## src/rtl/cpu_ctrl_pkg.sv

```systemverilog
// Shared types and constants for the CPU control path: sequencer states,
// control opcodes and default-width address/instruction types.
package cpu_ctrl_pkg;

    typedef enum logic [2:0] {
        IDLE    = 3'd0,
        FETCH   = 3'd1,
        DECODE  = 3'd2,
        EXECUTE = 3'd3,
        HALT    = 3'd4
    } seq_state_t;

    localparam logic [3:0] HALT_OPCODE = 4'hF;
    localparam logic [3:0] JUMP_OPCODE = 4'hE;

    localparam int unsigned DEFAULT_ADDR_WIDTH = 32;
    localparam int unsigned DEFAULT_DATA_WIDTH = 32;

    typedef logic [DEFAULT_ADDR_WIDTH-1:0] addr_t;
    typedef logic [DEFAULT_DATA_WIDTH-1:0] instr_t;

endpackage

```

## src/rtl/sat_counter.sv

```systemverilog
// Up-counter with increment enable that sticks at its all-ones maximum.
module sat_counter #(
    parameter int unsigned WIDTH = 32
) (
    input  logic             clk_i,
    input  logic             rst_ni,
    input  logic             inc_i,
    output logic [WIDTH-1:0] count_o
);

    logic [WIDTH-1:0] count_q, count_d;

    always_comb begin
        count_d = count_q;
        if (inc_i && (count_q != '1)) begin
            count_d = count_q + WIDTH'(1);
        end
    end

    always_ff @(posedge clk_i or negedge rst_ni) begin
        if (!rst_ni) begin
            count_q <= '0;
        end else begin
            count_q <= count_d;
        end
    end

    assign count_o = count_q;

endmodule

```

## src/rtl/fetch_sequencer.sv

```systemverilog
// Fetch-decode-execute sequencer: owns the PC, handshakes instruction fetches,
// decodes HALT/JUMP locally and hands all other instructions to the execute unit.
module fetch_sequencer
    import cpu_ctrl_pkg::*;
#(
    parameter int unsigned                 ADDR_WIDTH   = 32,
    parameter int unsigned                 DATA_WIDTH   = 32,
    parameter int unsigned                 OPCODE_WIDTH = 4,
    parameter logic [OPCODE_WIDTH-1:0]     HALT_OPCODE  = OPCODE_WIDTH'(cpu_ctrl_pkg::HALT_OPCODE),
    parameter logic [OPCODE_WIDTH-1:0]     JUMP_OPCODE  = OPCODE_WIDTH'(cpu_ctrl_pkg::JUMP_OPCODE),
    parameter logic [ADDR_WIDTH-1:0]       PC_STEP      = ADDR_WIDTH'(1),
    parameter logic [ADDR_WIDTH-1:0]       RESET_VECTOR = '0
) (
    input  logic                  clock,
    input  logic                  reset,
    output logic                  mem_req,
    output logic [ADDR_WIDTH-1:0] mem_addr,
    input  logic                  mem_ready,
    input  logic [DATA_WIDTH-1:0] mem_rdata,
    output logic                  ir_load,
    output logic                  exec_start,
    input  logic                  exec_done,
    input  logic                  resume,
    output logic [ADDR_WIDTH-1:0] pc_value,
    output logic                  halted,
    output logic [31:0]           retired_count,
    output logic [2:0]            state_dbg
);

    seq_state_t              state_q, state_d;
    logic [ADDR_WIDTH-1:0]   pc_q, pc_d;
    logic [DATA_WIDTH-1:0]   instr_q, instr_d;
    logic                    mem_req_q, ir_load_q, exec_start_q, halted_q;
    logic                    retire;
    logic [OPCODE_WIDTH-1:0] opcode_q, opcode_in;
    logic [ADDR_WIDTH-1:0]   jump_target;

    assign opcode_q    = instr_q[DATA_WIDTH-1 -: OPCODE_WIDTH];
    assign opcode_in   = mem_rdata[DATA_WIDTH-1 -: OPCODE_WIDTH];
    assign jump_target = {{OPCODE_WIDTH{1'b0}}, instr_q[ADDR_WIDTH-OPCODE_WIDTH-1:0]};

    always_comb begin
        state_d = state_q;
        pc_d    = pc_q;
        instr_d = instr_q;
        retire  = 1'b0;
        case (state_q)
            IDLE: state_d = FETCH;
            FETCH: begin
                if (mem_ready) begin
                    instr_d = mem_rdata;
                    state_d = DECODE;
                end
            end
            DECODE: begin
                if (opcode_q == HALT_OPCODE) begin
                    state_d = HALT;
                end else if (opcode_q == JUMP_OPCODE) begin
                    pc_d    = jump_target;
                    retire  = 1'b1;
                    state_d = FETCH;
                end else begin
                    state_d = EXECUTE;
                end
            end
            EXECUTE: begin
                if (exec_done) begin
                    pc_d    = pc_q + PC_STEP;
                    retire  = 1'b1;
                    state_d = FETCH;
                end
            end
            HALT: begin
                if (resume) begin
                    pc_d    = pc_q + PC_STEP;
                    state_d = FETCH;
                end
            end
            default: state_d = IDLE;
        endcase
    end

    // Pulses are registered at the fetch-accept edge, so ir_load and exec_start
    // are both visible during the single DECODE cycle.
    always_ff @(posedge clock or negedge reset) begin
        if (!reset) begin
            state_q      <= IDLE;
            pc_q         <= RESET_VECTOR;
            instr_q      <= '0;
            mem_req_q    <= 1'b0;
            ir_load_q    <= 1'b0;
            exec_start_q <= 1'b0;
            halted_q     <= 1'b0;
        end else begin
            state_q      <= state_d;
            pc_q         <= pc_d;
            instr_q      <= instr_d;
            mem_req_q    <= (state_d == FETCH);
            halted_q     <= (state_d == HALT);
            ir_load_q    <= (state_q == FETCH) && mem_ready;
            exec_start_q <= (state_q == FETCH) && mem_ready &&
                            (opcode_in != HALT_OPCODE) && (opcode_in != JUMP_OPCODE);
        end
    end

    sat_counter #(
        .WIDTH(32)
    ) u_retired (
        .clk_i  (clock),
        .rst_ni (reset),
        .inc_i  (retire),
        .count_o(retired_count)
    );

    assign mem_req    = mem_req_q;
    assign mem_addr   = pc_q;
    assign pc_value   = pc_q;
    assign ir_load    = ir_load_q;
    assign exec_start = exec_start_q;
    assign halted     = halted_q;
    assign state_dbg  = state_q;

endmodule

```

## config.mk

```make
export PLATFORM = sky130hd
export DESIGN_NAME = fetch_sequencer
export DESIGN_NICKNAME = d
export VERILOG_FILES = /design/src/rtl/cpu_ctrl_pkg.sv /design/src/rtl/sat_counter.sv /design/src/rtl/fetch_sequencer.sv
export SDC_FILE = /design/constraint.sdc
export NUM_CORES = 1
export LEC_CHECK = 0
export BUFFER_PORTS_ARGS = -buffer_cell sky130_fd_sc_hd__buf_2
export CORE_MARGIN = 2
export CORE_UTILIZATION = 57
export CTS_CLUSTER_DIAMETER = 120
export CTS_CLUSTER_SIZE = 16
export DETAILED_ROUTE_END_ITERATION = 16
export PLACE_DENSITY = 0.85
export SLEW_MARGIN = 20
export SYNTH_ARGS = -nofsm -noshare
export SYNTH_HDL_FRONTEND = slang
export SYNTH_SLANG_ARGS = --single-unit
```

## constraint.sdc

```tcl
create_clock -name clock -period 5.6 [get_ports clock]
set_input_delay 0.56 -clock clock [delete_from_list [all_inputs] [get_ports clock]]
set_output_delay 0.56 -clock clock [all_outputs]
set_load 0.01 [all_outputs]
```

---- After elaboration in Yosys (flattened, before gate mapping) ----
Cells that the tools add are included.
word-level totals
  register bits ........................... 103
  bits of input ports ..................... 37
  output and inout bits ................... 103
  logic and storage cells ................. 48
operators by class
  add/subtract/negate cells ............... 2
  equality and inequality tests ........... 15
  mux-type cells .......................... 15
  reductions and logical operators ........ 8
operators with widths
  cell                                                                    count
  32-bit two-way mux                                                      4
  32-bit case mux with 3 select lines                                     1
  32-bit by 1-bit adder with 32-bit output (second input constant)        2
  32-bit != test (second input constant)                                  1
  3-bit case mux with 5 select lines                                      1
  3-bit two-way mux                                                       4
  4-bit equality test (second input constant)                             2
  2-bit != test (second input constant)                                   4
  4-bit != test (second input constant)                                   2
  3-bit by 1-bit equality test with 1-bit output (second input constant)  2
  3-bit by 2-bit equality test with 1-bit output (second input constant)  2
  3-bit equality test (second input constant)                             2
  5-bit AND reduction                                                     1
  1-bit logical AND                                                       4
  3-bit logical NOT                                                       1
  1-bit two-way mux                                                       3
  3-bit nonzero test                                                      1
  2-bit two-way mux                                                       1
  1-bit case mux with 2 select lines                                      1
  2-bit AND reduction                                                     1

---- Longest topological paths before layout ----
Gate-level depths: netlist of the first run.
  depth after elaboration ................. 5
  depth in mapped cells ................... 7
  depth with buffers taken out ............ 6

---- By module ----
A second synthesis of the first run with hierarchy kept.
second synthesis, totals
  cells, all modules ...................... 537
  area, all modules ....................... 5551.6 um^2
by module, submodules not included
  module           instances  cells an instance  area each (um^2)  sequential area each (um^2)
  fetch_sequencer  1          386                3927.5            1776.7
  sat_counter      1          151                1624.1            800.8

---- Worst setup path before layout of the first run ----
No wires, ideal clock.
  kind .................................... flip-flop to flip-flop
  start ................................... register pc_q[0], in the netlist mem_addr[0]
  end ..................................... register pc_q[18], in the netlist mem_addr[18]
  setup time .............................. 0.079 ns
  data arrival time ....................... 1.975 ns
  data required time ...................... 5.521 ns
  path slack .............................. 3.546 ns
  cell stages (with the launch flop) ...... 8
  buffers on the path ..................... 1
  clock period less this slack ............ 2.054 ns
  path through ............................ dfrtp_1 ha_1 nand3_1 nor4_2 buf_4 or3b_1 a21oi_1 a2bb2oi_1
on the way
  cells in the longest elaborated chain, start to end .. 3
  elaborated cells between the ends (all ways) .. 4
  those cells by class .................... 1 x add/sub; 3 x mux
RTL lines
  what                                        RTL line                                      source
  start, declared                             fetch_sequencer.sv:31                         logic [ADDR_WIDTH-1:0] pc_q, pc_d;
  start signal, assigned                      fetch_sequencer.sv:96                         pc_q <= pc_d;
  32-bit by 1-bit adder with 32-bit output *  fetch_sequencer.sv:68, fetch_sequencer.sv:75
  32-bit two-way mux (on tied branches)       fetch_sequencer.sv:74, fetch_sequencer.sv:67
  32-bit case mux with 3 select lines *       fetch_sequencer.sv:47                         case (state_q)
Every way passes the cells marked *; elsewhere a longest branch is shown, timed or not. The select of a mux whose other input is x is not followed.
A chain may end at the register's enable or synchronous reset.

---- Final worst setup path of the first run ----
  start ................................... register pc_q[0], in the netlist mem_addr[0]
  end ..................................... register pc_q[30], in the netlist mem_addr[30]
Same word-level chain as after synthesis.

==> summary.txt, run 1 <==
Worst setup path
  – Crit path max fanout: 11
  – CP max stage delay: 850 ps
  – Setup slack, reg-to-reg: 2750 ps
  – CP Class: reg -> reg
  – Setup crit end kind: register
  – Most used cell, CP: nand3_1
  – WP buf/inv: 0
  – Arrival @ worst endpoint: 3150 ps
  – Critical path's top delay family: simple AND/OR/NAND/NOR gates
  – Critical path required time: 5900 ps
  – Cells along the critical path: ha_1 -> nand3_1 -> nor4_2 -> nand3_1 -> or4b_1 -> a21oi_1
  – Slowest stage cell on the critical path: nor4_2
  – Type of element launching the critical path: register
  – FF-to-FF End: mem_addr[30]$_DFFE_PN0P_
  – R2R depth: 6
  – Reg-to-Reg Start: mem_addr[0]$_DFFE_PN0P_

Placement
  – Post-DP HPWL: 8910 um
  – PortBufs: 139
  – Post-Place Cells: 726
  – Final GP Congestion: 0.864
  – Placement Cell Area: 5910 um^2

GRT
  – Tot GR Track Use: 0.254
  – First-pass GRT wire length: 20600 um
  – Initial antenna violation count: 0
  – Total grt overflow: 0
  – Largest net degree at the start of global routing: 55
  – Vias in the first global route: 4268

Synth
  – Synth Flop Type: dfrtp_1
  – Post-synth EDFFs: 0
  – Synth Area in Compound Gates: 0.130
  – Post-Synth Adder-Cell Area: 0.00467
  – YS warnings: 0
  – Post-synthesis xor/xnor area fraction: 0.0441
  – Top cells by area, synth: dfrtp_1 48%, mux2_2 6.9%, buf_4 4.6%, xor2_1 3.4%, a21oi_1 3.4%
  – Fraction of synthesized area in multiplexers: 0.0758
  – Syn Nets: 566
  – Async S/R FF share, synth: 1.00
  – Synth Register Bits: 103
  – Mapped Cells: 527
  – Post-Syn Area: 5360 um^2
  – Sequential cell area fraction in the yosys report: 0.481
  – Netlist cell types: 63
  – Simple-gate area share of the yosys netlist: 0.192
  – Largest family of logic cells by synthesized area: simple AND/OR/NAND/NOR gates
  – Area leader, netlist: dfrtp_1
  – Syn Area/Cell: 10.2 um^2
  – Post-synth top area share: 0.481

Flow run
  – Max cap viols: 0

Route
  – WL per Instance: 17.1 um
  – DRT antenna net count: 0
  – DR DRC count: 0
  – Initial DRC Count: 263
  – DRT Wirelength: 12700 um
  – Drt first pass iters: 5
  – Vias: 4587
  – Vias per Instance: 6.18

Cells and area
  – # nets final: 665
  – Ant. Diodes: 0
  – Layout cells sized above 1: 0.334
  – Synthesis-to-finish area growth: 14.1%
  – Finished Core Util: 0.665
  – Non-filler instance count after layout: 742
  – Final instance area: 6120 um^2
  – # fillers: 733

Clock network
  – CTS tree: built
  – Clock slew at reported path FFs: 110 ps
  – CTS root buffer: clkbuf_8
  – Post-CTS setup buffers: 0
  – Worst-Skew Late Latency: 370 ps
  – # hold bufs at CTS: 0
  – Clk sinks: 103
  – CTS Buffer Depth: 2
  – Max H-tree Level: 3
  – Num CTS Buffers: 9
  – Resized Gates After CTS: 0

Die
  – Die Area: 10200 um^2
  – Row count: 35
  – Die width: 101 um
  – Starting Density: 0.583
  – Core area: 9200 um^2
  – Die Ht: 101 um
  – I/O pins: 140

Power
  – Static Leak: 0.00285 uW
  – Switch share: 0.412
  – Clock network power share: 0.165
  – Sequential power share: 0.432
  – Switching pwr: 1240 uW
  – Cell Int Power: 1780 uW
  – Comb pwr share: 0.402
  – Max VDD drop: 0.340 mV
  – PwrDens: 493 nW/um^2

STA
  – F_max: 0.350 GHz
  – Slew at the pin closest to its max-slew limit: 1120 ps
  – Slew Viols, Final: 0
  – RSZ-0062 raised after global routing: no
  – Hold Vio Cnt, Final: 0
  – Crit path time final: 2850 ps
  – Period utilisation layout: 0.510
  – Fin Setup TNS: 0 ps
  – WHS: 196 ps
  – Final Skew: 15.3 ps
  – Slew Limit Headroom: 0.251
  – Endpoints failing setup: 0

Hold path
  – Hold Path Class: in -> async

Outcome
  – Status: complete, no violations
==> power groups by stage <==
stage	Clock [uW]	Sequential [uW]	Combinational, uW
after floorplan	0	1280	901
after global placement	0	1280	1170
after detailed placement	0	1310	1210
after CTS	506	1300	1220
after global routing	530	1340	1340
final	499	1300	1210
==> state kept, by name, summed over array words and instances, names as in the netlist <==
signal and count:
state_dbg 3, exec_start 1, mem_addr 32, ir_load 1, instr_q 32, u_retired.count_o 32, mem_req 1, halted 1
==> how the worst max path moves through the flow <==
| stage | end | cells after the start | slack, ps | from |
|---|---|---|---|---|
| 2_1_floorplan | mem_addr[18]$_DFFE_PN0P_ | 7 | 3550 | mem_addr[0]$_DFFE_PN0P_ |
| 3_5_place_dp | mem_addr[30]$_DFFE_PN0P_ | 6 | 2840 | mem_addr[0]$_DFFE_PN0P_ |
| 6_report | mem_addr[30]$_DFFE_PN0P_ | 6 | 2750 | mem_addr[0]$_DFFE_PN0P_ |
| 5_1_grt | mem_addr[30]$_DFFE_PN0P_ | 6 | 2550 | mem_addr[0]$_DFFE_PN0P_ |
| 4_1_cts | mem_addr[30]$_DFFE_PN0P_ | 6 | 2800 | mem_addr[0]$_DFFE_PN0P_ |
| 3_3_place_gp | mem_addr[30]$_DFFE_PN0P_ | 6 | 2990 | mem_addr[0]$_DFFE_PN0P_ |
==> per-stage QoR <==
| step | worst slack [ps] | power [uW] |
|---|---|---|
| global placement | 2990 | 2460 |
| floorplan | 3550 | 2180 |
| detailed placement | 2840 | 2520 |
| CTS | 2800 | 3020 |
| finish | 2750 | 3020 |
| global route | 2550 | 3210 |
==> metal layers <==
metal,global-route usage,part of all wire
met3,0.0319,0.061
met4,0.0925,0.021
met5,0,0
met1,0.341,0.42
met2,0.425,0.50
==> area by class of cell <==
class,count,area [um^2],area share
Inverter,11,41.3,0.00675
Clock buffer,9,124,0.0202
Sequential cell,103,2580,0.421
Tap cell,111,139,0.0227
Timing Repair Buffer,143,728,0.119
Multi-Input combinational cell,358,2420,0.396
Clock inverter,7,85.1,0.0139
==> synth_stat cells (3+ instances only) <==
master and instances:
nor2b_1 3, nand4b_1 6, or2_2 4, a31oi_1 5
nand3_1 27, nand2_1 42, clkbuf_1 16, buf_4 33
o32ai_1 3, o31ai_1 3, and3_1 5, nor3_1 12
dfrtp_1 103, nand4_1 15, and2_1 4, nor3b_1 3
a2bb2oi_1 8, o21ai_0 17, nor2_1 31, o21a_1 4
inv_1 11, xnor2_1 6, a21oi_1 36, buf_2 5
o22ai_1 10, o22a_1 5, xor2_1 21, a41o_1 3
nor4_1 10, mux2_2 33
==> cells in the final DEF (no fill, tap or decap), types with 10 or more instances in the layout <==
cell	instances
a21oi_1	36
buf_2	138
dfrtp_1	103
inv_1	11
mux2_2	33
nand2_1	42
nand3_1	27
nand4_1	15
nor2_1	31
nor3_1	12
nor4_1	10
o21ai_0	17
o22ai_1	10
xor2_1	21
==> cells by family (layout without fill, tap and decap cells) <==
kind of cell	count (synthesis)	in the layout
AO/OA/AOI/OAI	107	107
XOR/XNOR	27	27
adder cells (fa/ha/maj)	2	2
buffers and inverters	66	170
flip-flops	103	103
multiplexers	36	36
AND/OR/NAND/NOR	186	186
No activity file was read; power rests on OpenSTA's default activity.
==> run 2, diff against run 1 <==
Settings changed: CORE_UTILIZATION 57 to 53, PLACE_DENSITY 0.85 to 0.8.
Clock period 5.6 ns to 2.8 ns, I/O delays scaled along.
==> run 2 against run 1 <==
Effect of this change:
- clock power is 85% higher
- critical path depth unchanged
- via count is 2.3% lower
- largest power group unchanged
- power is 99% higher
- count of clock-buffer cells in the layout unchanged
- die area is 7.2% higher
- wire length grew 3.2%
- clock skew is 7.5 ps lower
- sequential share of layout area decreased by 0.67 points
- non-clock buffer count rose by 9
- cell count rose by 4.0%
==> summary.txt, run 2 (synthesis gave the netlist of run 1 again) <==
Outcome
  – Status: complete, no violations (unchanged)

STA
  – Endpoints failing setup: 0 (unchanged)
  – Fin Setup TNS: 0 ps (unchanged)
  – Final Skew: 7.79 ps (was 15.3 ps)
  – F_max: 0.420 GHz (was 0.350 GHz)
  – Setup ws final: 419 ps (was 2750 ps)
  – Slew Limit Headroom: 0.378 (was 0.251)
  – WHS: 92.8 ps (was 196 ps)
  – Hold Vio Cnt, Final: 0 (unchanged)
  – Period utilisation layout: 0.850 (was 0.510)
  – Slew at the pin closest to its max-slew limit: 930 ps (was 1120 ps)
  – Slew Viols, Final: 0 (unchanged)
  – Crit path time final: 2380 ps (was 2850 ps)
  – RSZ-0062 raised after global routing: no (unchanged)

Route
  – Vias: 4482 (was 4587)
  – Uppermost layer routed: met4 (unchanged)
  – DRT antenna net count: 0 (unchanged)
  – DR DRC count: 0 (unchanged)
  – Metal-1 WL: 5530 um (was 5340 um)
  – WL per Instance: 17.0 um (was 17.1 um)
  – Initial DRC Count: 220 (was 263)
  – DRT Wirelength: 13100 um (was 12700 um)
  – Met3 WL: 741 um (was 780 um)
  – Drt first pass iters: 5 (unchanged)
  – Vias per Instance: 5.81 (was 6.18)
  – Metal2 WL: 6620 um (was 6310 um)

Die
  – Row count: 36 (was 35)
  – Core area: 9770 um^2 (was 9200 um^2)
  – I/O pins: 140 (unchanged)
  – Die Ht: 105 um (was 101 um)
  – Die width: 105 um (was 101 um)
  – Starting Density: 0.549 (was 0.583)
  – Die Area: 10900 um^2 (was 10200 um^2)

Worst setup path
  – Slowest stage cell on the critical path: o21ai_4 (was nor4_2)
  – Arrival @ worst endpoint: 2690 ps (was 3150 ps)
  – Worst setup path start: state_dbg[2]$_DFF_PN0_ (was mem_addr[0]$_DFFE_PN0P_)
  – CP max stage delay: 760 ps (was 850 ps)
  – CP Class: reg -> reg (unchanged)
  – Setup crit end kind: register (unchanged)
  – Type of element launching the critical path: register (unchanged)
  – Cells along the critical path: nand2b_1 -> o21ai_4 -> buf_4 -> nor2_1 -> a41o_1 -> a21oi_1 (was ha_1 -> nand3_1 -> nor4_2 -> nand3_1 -> or4b_1 -> a21oi_1)
  – Crit path max fanout: 40 (was 11)
  – Critical path required time: 3110 ps (was 5900 ps)
  – Reg-to-Reg Start: state_dbg[2]$_DFF_PN0_ (was mem_addr[0]$_DFFE_PN0P_)

Clock network
  – CTS Buffer Depth: 2 (unchanged)
  – Clk sinks: 103 (unchanged)
  – CTS root buffer: clkbuf_8 (unchanged)
  – Max H-tree Level: 3 (unchanged)
  – CTS tree: built (unchanged)
  – Resized Gates After CTS: 0 (unchanged)
  – Num CTS Buffers: 9 (unchanged)
  – Clock slew at reported path FFs: 90 ps (was 110 ps)
  – Worst-Skew Late Latency: 380 ps (was 370 ps)

GRT
  – Largest net degree at the start of global routing: 62 (was 55)
  – Tot GR Track Use: 0.245 (was 0.254)
  – Total grt overflow: 0 (unchanged)
  – Initial antenna violation count: 0 (unchanged)
  – Vias in the first global route: 4485 (was 4268)
  – First-pass GRT wire length: 21600 um (was 20600 um)

Placement
  – Post-Place Setup Slack: 454 ps (was 2840 ps)
  – PortBufs: 139 (unchanged)
  – Post-DP HPWL: 9520 um (was 8910 um)
  – Placement Cell Area: 6020 um^2 (was 5910 um^2)
  – Final GP Congestion: 0.860 (was 0.864)

Cells and area
  – Most common cell after layout, fill and taps aside: buf_2 (unchanged)
  – Ant. Diodes: 0 (unchanged)
  – Most frequent cells in the layout: 138 x buf_2, 103 x dfrtp_1, 42 x nand2_1 (unchanged)
  – Synthesis-to-finish area growth: 16.0% (was 14.1%)
  – Layout cells sized above 1: 0.341 (was 0.334)
  – Final instance area: 6220 um^2 (was 6120 um^2)
  – # fillers: 807 (was 733)
  – # nets final: 674 (was 665)
  – Finished Core Util: 0.636 (was 0.665)

Power
  – Max VDD drop: 0.466 mV (was 0.340 mV)
  – PwrDens: 965 nW/um^2 (was 493 nW/um^2)
  – Static Leak: 0.00289 uW (was 0.00285 uW)

Flow run
  – Max cap viols: 0 (unchanged)

Hold path
  – Hold Path Origin: mem_rdata[29]
  – Hold Path Class: in -> reg (was in -> async)
run 2: timing repair:
item | 4_1_cts | 5_1_grt
buffers inserted | 0 | 0
hold buffers | 1 | 0
hold endpoints to repair | 42 | 0
run 2: worst paths after layout:
kind | slack, ps | endpoint | depth (start not counted)
setup / recovery | 420 | mem_addr[8]$_DFFE_PN0P_ | 6
hold / removal | 90 | exec_start$_DFF_PN0_ | 2
setup reg to reg | 420 | mem_addr[8]$_DFFE_PN0P_ | 6
hold reg to reg | 500 | u_retired.count_o[10]$_DFFE_PN0P_ | 1
max in group asynchronous | 1670 | u_retired.count_o[20]$_DFFE_PN0P_ | 3
min in group asynchronous | 420 | instr_q[9]$_DFFE_PN0P_ | 2
run 2: worst max-delay path, delay by kind of cell (launching register included):
family                 cells  cell delay [ps]
and+or+nand+nor            2              280
buffers and inverters      1              350
DFF                        1              570
AOI/OAI and AO/OA          3             1100
run 2: routing by layer:
| layer | vias up | GRT usage |
|---|---|---|
| met5 | - | 0 |
| met1 | 2227 | 0.312 |
| met2 | 138 | 0.412 |
| met4 | 0 | 0.0943 |
| met3 | 21 | 0.0487 |
| li1 | 2096 | - |
run 2: layout make-up:
| type | count | area [um^2] | share of cell area |
|---|---|---|---|
| clock buffer | 9 | 124 | 0.0199 |
| clock inverter | 6 | 61.3 | 0.00986 |
| inverter | 11 | 41.3 | 0.00664 |
| multi-input combinational | 358 | 2420 | 0.390 |
| sequential | 103 | 2580 | 0.414 |
| tap | 133 | 166 | 0.0268 |
| timing repair buffer | 152 | 823 | 0.132 |
run 2: stage by stage:
step | total power [uW] | std cells
2_1_floorplan | 4360 | 527
3_3_place_gp | 4980 | 756
3_5_place_dp | 5110 | 756
4_1_cts | 6030 | 772
5_1_grt | 6390 | 772
6_report | 6000 | 772
run 2: where the power goes:
part	total, uW	switching, uW	internal, uW
sequential	2600	597	2000
combinational	2480	1330	1150
clock	922	515	407
total	6000	2440	3560
